--- src/rtl/ball_motion.sv ---
// Breakout ball engine: serve, wall/paddle reflection, miss detection; BALL_SPEEDUP_EN adds paddle-hit speedup.
// Latency: one cycle from tick to outputs; no backpressure, every tick in MOVE is consumed.
module ball_motion #(
    parameter int H_RES     = 640,
    parameter int V_RES     = 480,
    parameter int BALL_SIZE = 8,
    parameter int PADDLE_W  = 64,
    parameter int PADDLE_Y  = 440,
    parameter int STEP      = 2,
    parameter int STEP_MAX  = 6
) (
    input  logic       clock,
    input  logic       reset,
    input  logic       tick,
    input  logic       serve,
    input  logic [9:0] paddle_x,
    output logic [9:0] ball_x,
    output logic [9:0] ball_y,
    output logic       moving,
    output logic       bounce,
    output logic       miss
);
    localparam logic [10:0] C_X_MAX    = 11'(H_RES - BALL_SIZE);
    localparam logic [10:0] C_X_RST    = 11'((H_RES - BALL_SIZE) / 2);
    localparam logic [10:0] C_Y_PARK   = 11'(PADDLE_Y - BALL_SIZE);
    localparam logic [10:0] C_Y_MAX    = 11'(V_RES - BALL_SIZE);
    localparam logic [10:0] C_SIZE     = 11'(BALL_SIZE);
    localparam logic [10:0] C_PAD_Y    = 11'(PADDLE_Y);
    localparam logic [10:0] C_PAD_W    = 11'(PADDLE_W);
    localparam logic [10:0] C_PARK_OFS = 11'(PADDLE_W / 2 - BALL_SIZE / 2);

    if (STEP_MAX < STEP) begin : g_cfg_err
        $error("STEP_MAX must not be below STEP");
    end

    typedef enum logic [1:0] {S_IDLE = 2'd0, S_MOVE = 2'd1, S_LOST = 2'd2} state_t;

    state_t      r_state, w_state_nxt;
    logic [9:0]  r_x, r_y;
    logic        r_right, r_up, r_moving, r_bounce, r_miss;
    logic [10:0] w_x, w_y, w_px, w_step, w_park_raw, w_park;
    logic [9:0]  w_x_nxt, w_y_nxt;
    logic        w_right_nxt, w_up_nxt, w_bounce_nxt, w_miss_nxt;
    logic        w_x_refl, w_y_refl, w_hit, w_bottom;

    assign w_x  = {1'b0, r_x};
    assign w_y  = {1'b0, r_y};
    assign w_px = {1'b0, paddle_x};

`ifdef BALL_SPEEDUP_EN
    logic [10:0] r_step;
    always_ff @(posedge clock) begin
        if (reset) begin
            r_step <= 11'(STEP);
        end else if (r_state == S_MOVE && tick) begin
            if (w_miss_nxt)
                r_step <= 11'(STEP);
            else if (w_hit && r_step < 11'(STEP_MAX))
                r_step <= r_step + 11'd1;
        end
    end
    assign w_step = r_step;
`else
    assign w_step = 11'(STEP);
`endif

    // Parking never pushes the ball past the right wall, even for an out-of-range paddle_x.
    assign w_park_raw = w_px + C_PARK_OFS;
    assign w_park     = (w_park_raw > C_X_MAX) ? C_X_MAX : w_park_raw;

    assign w_hit = !r_up
                && (w_y + C_SIZE <= C_PAD_Y)
                && (w_y + w_step + C_SIZE >= C_PAD_Y)
                && (w_x + C_SIZE > w_px)
                && (w_x < w_px + C_PAD_W);
    assign w_bottom = !r_up && !w_hit && (w_y + w_step >= C_Y_MAX);

    always_ff @(posedge clock) begin
        if (reset) r_state <= S_IDLE;
        else       r_state <= w_state_nxt;
    end

    always_comb begin
        w_state_nxt = r_state;
        case (r_state)
            S_IDLE:  if (serve)           w_state_nxt = S_MOVE;
            S_MOVE:  if (tick && w_bottom) w_state_nxt = S_LOST;
            S_LOST:  if (tick)            w_state_nxt = S_IDLE;
            default:                      w_state_nxt = S_IDLE;
        endcase
    end

    always_comb begin
        w_x_nxt     = r_x;
        w_y_nxt     = r_y;
        w_right_nxt = r_right;
        w_up_nxt    = r_up;
        w_x_refl    = 1'b0;
        w_y_refl    = 1'b0;
        w_miss_nxt  = 1'b0;
        case (r_state)
            S_IDLE: begin
                w_x_nxt = 10'(w_park);
                w_y_nxt = 10'(C_Y_PARK);
                if (serve) begin
                    w_right_nxt = 1'b1;
                    w_up_nxt    = 1'b1;
                end
            end
            S_MOVE: if (tick) begin
                if (r_right) begin
                    if (w_x + w_step >= C_X_MAX) begin
                        w_x_nxt = 10'(C_X_MAX); w_right_nxt = 1'b0; w_x_refl = 1'b1;
                    end else begin
                        w_x_nxt = 10'(w_x + w_step);
                    end
                end else begin
                    if (w_x <= w_step) begin
                        w_x_nxt = '0; w_right_nxt = 1'b1; w_x_refl = 1'b1;
                    end else begin
                        w_x_nxt = 10'(w_x - w_step);
                    end
                end
                if (r_up) begin
                    if (w_y <= w_step) begin
                        w_y_nxt = '0; w_up_nxt = 1'b0; w_y_refl = 1'b1;
                    end else begin
                        w_y_nxt = 10'(w_y - w_step);
                    end
                end else if (w_hit) begin
                    w_y_nxt = 10'(C_Y_PARK); w_up_nxt = 1'b1; w_y_refl = 1'b1;
                end else if (w_bottom) begin
                    w_y_nxt = 10'(C_Y_MAX); w_miss_nxt = 1'b1;
                end else begin
                    w_y_nxt = 10'(w_y + w_step);
                end
            end
            default: ;
        endcase
        // A miss takes precedence so bounce and miss are never high together.
        w_bounce_nxt = (w_x_refl | w_y_refl) & ~w_miss_nxt;
    end

    always_ff @(posedge clock) begin
        if (reset) begin
            r_x      <= 10'(C_X_RST);
            r_y      <= 10'(C_Y_PARK);
            r_right  <= 1'b1;
            r_up     <= 1'b1;
            r_moving <= 1'b0;
            r_bounce <= 1'b0;
            r_miss   <= 1'b0;
        end else begin
            r_x      <= w_x_nxt;
            r_y      <= w_y_nxt;
            r_right  <= w_right_nxt;
            r_up     <= w_up_nxt;
            r_moving <= (w_state_nxt == S_MOVE);
            r_bounce <= w_bounce_nxt;
            r_miss   <= w_miss_nxt;
        end
    end

    assign ball_x = r_x;
    assign ball_y = r_y;
    assign moving = r_moving;
    assign bounce = r_bounce;
    assign miss   = r_miss;
endmodule

--- config.mk ---
export PLATFORM = sky130hd
export DESIGN_NAME = ball_motion
export DESIGN_NICKNAME = d
export VERILOG_FILES = /design/src/rtl/ball_motion.sv
export SDC_FILE = /design/constraint.sdc
export NUM_CORES = 1
export LEC_CHECK = 0
export CORE_ASPECT_RATIO = 0.6
export CORE_MARGIN = 2
export CORE_UTILIZATION = 32
export CTS_BUF_LIST = sky130_fd_sc_hd__clkbuf_2 sky130_fd_sc_hd__clkbuf_4 sky130_fd_sc_hd__clkbuf_8
export DETAILED_ROUTE_END_ITERATION = 7
export PLACE_DENSITY = 0.51
export SYNTH_ARGS = -nofsm -noshare
export SYNTH_HDL_FRONTEND = slang
export SYNTH_SLANG_ARGS = --single-unit
--- constraint.sdc ---
create_clock -name clock -period 3.5 [get_ports clock]
set_input_delay 0.7 -clock clock [delete_from_list [all_inputs] [get_ports clock]]
set_output_delay 0.7 -clock clock [all_outputs]
set_load 0.01 [all_outputs]
==> impl_metrics.env <==
export IMPL_p_seq_frac=0.366
export IMPL_routed_wl_um=10600
export IMPL_diodes=0
export IMPL_rsz0062_at_grt="no"
export IMPL_cts_setup_buffers=0
export IMPL_die_h_um=81.8
export IMPL_postSynthCellCount=438
export IMPL_min_delay_path_depth=2
export IMPL_numPortBuffers=35
export IMPL_fillerInstances=1041
export IMPL_startpoint_type="register"
export IMPL_drive_gt1_frac=0.0738
export IMPL_cts_tree="built"
export IMPL_vias=3352
export IMPL_multiInputGateArea_um2=2450
export IMPL_synthArstFlopShare=0
export IMPL_antenna_found_initial=0
export IMPL_p_switching_mw=0.386
export IMPL_layout_commonest_cell="clkdlybuf4s50_1"
export IMPL_cts_htree_levels=1
export IMPL_synth_seq_cells=26
export IMPL_clockBufferDepth=2
export IMPL_setup_viol=0
export IMPL_internal_power_mw=0.599
export IMPL_nets=508
export IMPL_final_cells=596
export IMPL_clockRootBuffer="clkbuf_8"
export IMPL_hp_class="reg2reg"
export IMPL_outcome="finished, final reports clean"
export IMPL_synth_seq_area_share=0.161
export IMPL_grt_first_pass_wirelength_um=16700
export IMPL_wl_per_cell_um=17.9
export IMPL_syn_to_final_growth_pct=16.0
export IMPL_combPwrFrac=0.420
export IMPL_critical_path_class="reg2reg"
export IMPL_syn_area_um2=3230
export IMPL_die_x_um=134
export IMPL_required_ps=3660
export IMPL_end_kind="register"
export IMPL_die_area_um2=10900
export IMPL_routed_via_density=5.62
export IMPL_syn_area_per_cell_um2=7.37
export IMPL_dp_hpwl_um=8400
export IMPL_start_util=0.328
export IMPL_cts_reportedPaths_clkPinSlew_ps=100
export IMPL_ctsHoldBuffers=0
export IMPL_arrival_ps=3410
export IMPL_route_detailed_drc=0
export IMPL_grt_pass1_vias=2936
export IMPL_grt_remaining_overflow=0
export IMPL_layout_common_cells="35 x clkdlybuf4s50_1, 33 x nor2_1, 32 x ha_1"
export IMPL_fin_crit_sh=0.927
export IMPL_regArea_um2=520
export IMPL_max_slew_margin_rel=0.562
export IMPL_io_pins=37
export IMPL_cp_max_fo=6
export IMPL_power_leakage_nw=1.43
export IMPL_fmax_mhz=308
export IMPL_clkLatencyLatePin_ps=290
export IMPL_tns_ps=0
export IMPL_synth_distinct_cells=71
export IMPL_worstHoldStart="ball_x[0]"
export IMPL_post_cts_resized=0
export IMPL_power_clock_fraction=0.215
export IMPL_cap_violations=0
export IMPL_slew_viol_final=0
export IMPL_drtIter0Drc=456
export IMPL_finalClockSkew_ps=7.43
export IMPL_rows=28
export IMPL_reg2reg_to="moving"
export IMPL_dr_pass1_iters=5
export IMPL_syn_num_nets=484
export IMPL_peakVddDrop_v=0.000150
export IMPL_switching_share=0.392
export IMPL_place_inst=592
export IMPL_numClockSinks=26
export IMPL_ys_warn_count=0
export IMPL_cts_buffers=3
export IMPL_worst_pin_slew_ps=657
export IMPL_hold_path_end="ball_x[0]"
export IMPL_pwr_density_cell_nw_per_um2=263
export IMPL_timing_rr_start="ball_x[3]"
export IMPL_final_core_util=0.380
export IMPL_grt_use_total=0.198
export IMPL_synth_edf_count=0
export IMPL_synthFlopType="dfxtp_1"
export IMPL_ff2ff_setup_slack_ps=250
export IMPL_reg2reg_depth=12
export IMPL_post_route_min_period_ps=3250
export IMPL_hold_viol_final=0
export IMPL_grt_max_degree=23
export IMPL_place_gp_congestion=0.902
export IMPL_ant_nets=0
export IMPL_design_core_area_um2=9840
## worst max-delay path by stage
stage / end / cells past startpoint / slack, ps / from
floorplan: moving / 12 / 730 / ball_x[3]
global placement: ball_x[1] / 9 / 310 / paddle_x[5]
detailed placement: r_state[0] / 10 / 240 / paddle_x[3]
CTS: moving / 12 / 350 / ball_x[3]
global route: moving / 12 / 130 / ball_x[3]
finish: moving / 12 / 250 / ball_x[3]
## per-stage QoR
| stage | cell area, um^2 | hold WS [ps] | worst slack [ps] | power (mW) |
|---|---|---|---|---|
| 4_1_cts | 3740 | 576 | 351 | 0.985 |
| 3_5_place_dp | 3690 | 552 | 240 | 0.772 |
| 2_1_floorplan | 3230 | 518 | 731 | 0.629 |
| 5_1_grt | 3740 | 617 | 132 | 1.05 |
| 3_3_place_gp | 3690 | 532 | 309 | 0.774 |
| 6_report | 3740 | 577 | 255 | 0.985 |
## worst max-delay path, cell delays in order (launching register included)
cell and delay, ps:
dfxtp_1 350, ha_1 310, and3_1 310, nand3_1 120, xnor2_1 160, ha_1 310, and3_1 190, nand3_1 120
nor4_1 360, nor4_2 90, nand4b_2 190, nor4b_1 510, nor4_1 100
## power by group through the flow
stage,registers (mW),logic [mW],clock network (mW)
after floorplan,0.345,0.284,0
after global placement,0.365,0.410,0
after detailed placement,0.366,0.406,0
after CTS,0.359,0.409,0.217
after global routing,0.365,0.455,0.230
final,0.360,0.413,0.212
## layer usage
layer	vias up	track usage	routed length, um
li1	1652	-	-
met1	1575	0.335	6000
met2	123	0.243	3740
met3	2	0.0463	886
met4	0	0.0128	15
met5	-	0	0
## logic make-up (layout without fill, tap and decap cells)
kind of cell / Yosys count / in the layout / synth area share
flip-flops: 26 / 26 / 0.161
AO/OA/AOI/OAI: 132 / 132 / 0.283
AND/OR/NAND/NOR: 168 / 168 / 0.288
buffers and inverters: 56 / 79 / 0.0795
other: 1 / 1 / 0.00116
XOR/XNOR: 23 / 23 / 0.0624
adder cells (fa/ha/maj): 32 / 32 / 0.124
## cells in the mapped netlist, types with 6 or more instances
| library cell | instances | area (um^2) |
|---|---|---|
| a21o_1 | 7 | 52.6 |
| a21oi_1 | 28 | 140 |
| and3_1 | 6 | 37.5 |
| buf_2 | 9 | 45.0 |
| clkbuf_1 | 12 | 45.0 |
| dfxtp_1 | 26 | 521 |
| ha_1 | 32 | 400 |
| inv_1 | 27 | 101 |
| nand2_1 | 28 | 105 |
| nand2b_1 | 9 | 56.3 |
| nand3_1 | 22 | 110 |
| nand4_1 | 9 | 56.3 |
| nor2_1 | 33 | 124 |
| nor3_1 | 16 | 80.1 |
| o211ai_1 | 8 | 60.1 |
| o21ai_0 | 27 | 135 |
| o31ai_1 | 8 | 60.1 |
| xnor2_1 | 18 | 158 |
## state kept, by name, summed over array words and instances (netlist names)
register	count
ball_x	10
ball_y	9
r_state	2
bounce	1
miss	1
moving	1
r_right	1
r_up	1
## area by class of cell
class                      instances  area share
multi-input combinational        356       0.654
sequential                        26       0.139
timing repair buffer              48       0.120
clock buffer                       4      0.0147
inverter                          27      0.0271
tap                              135      0.0451
(Power assumes the default switching activity.)
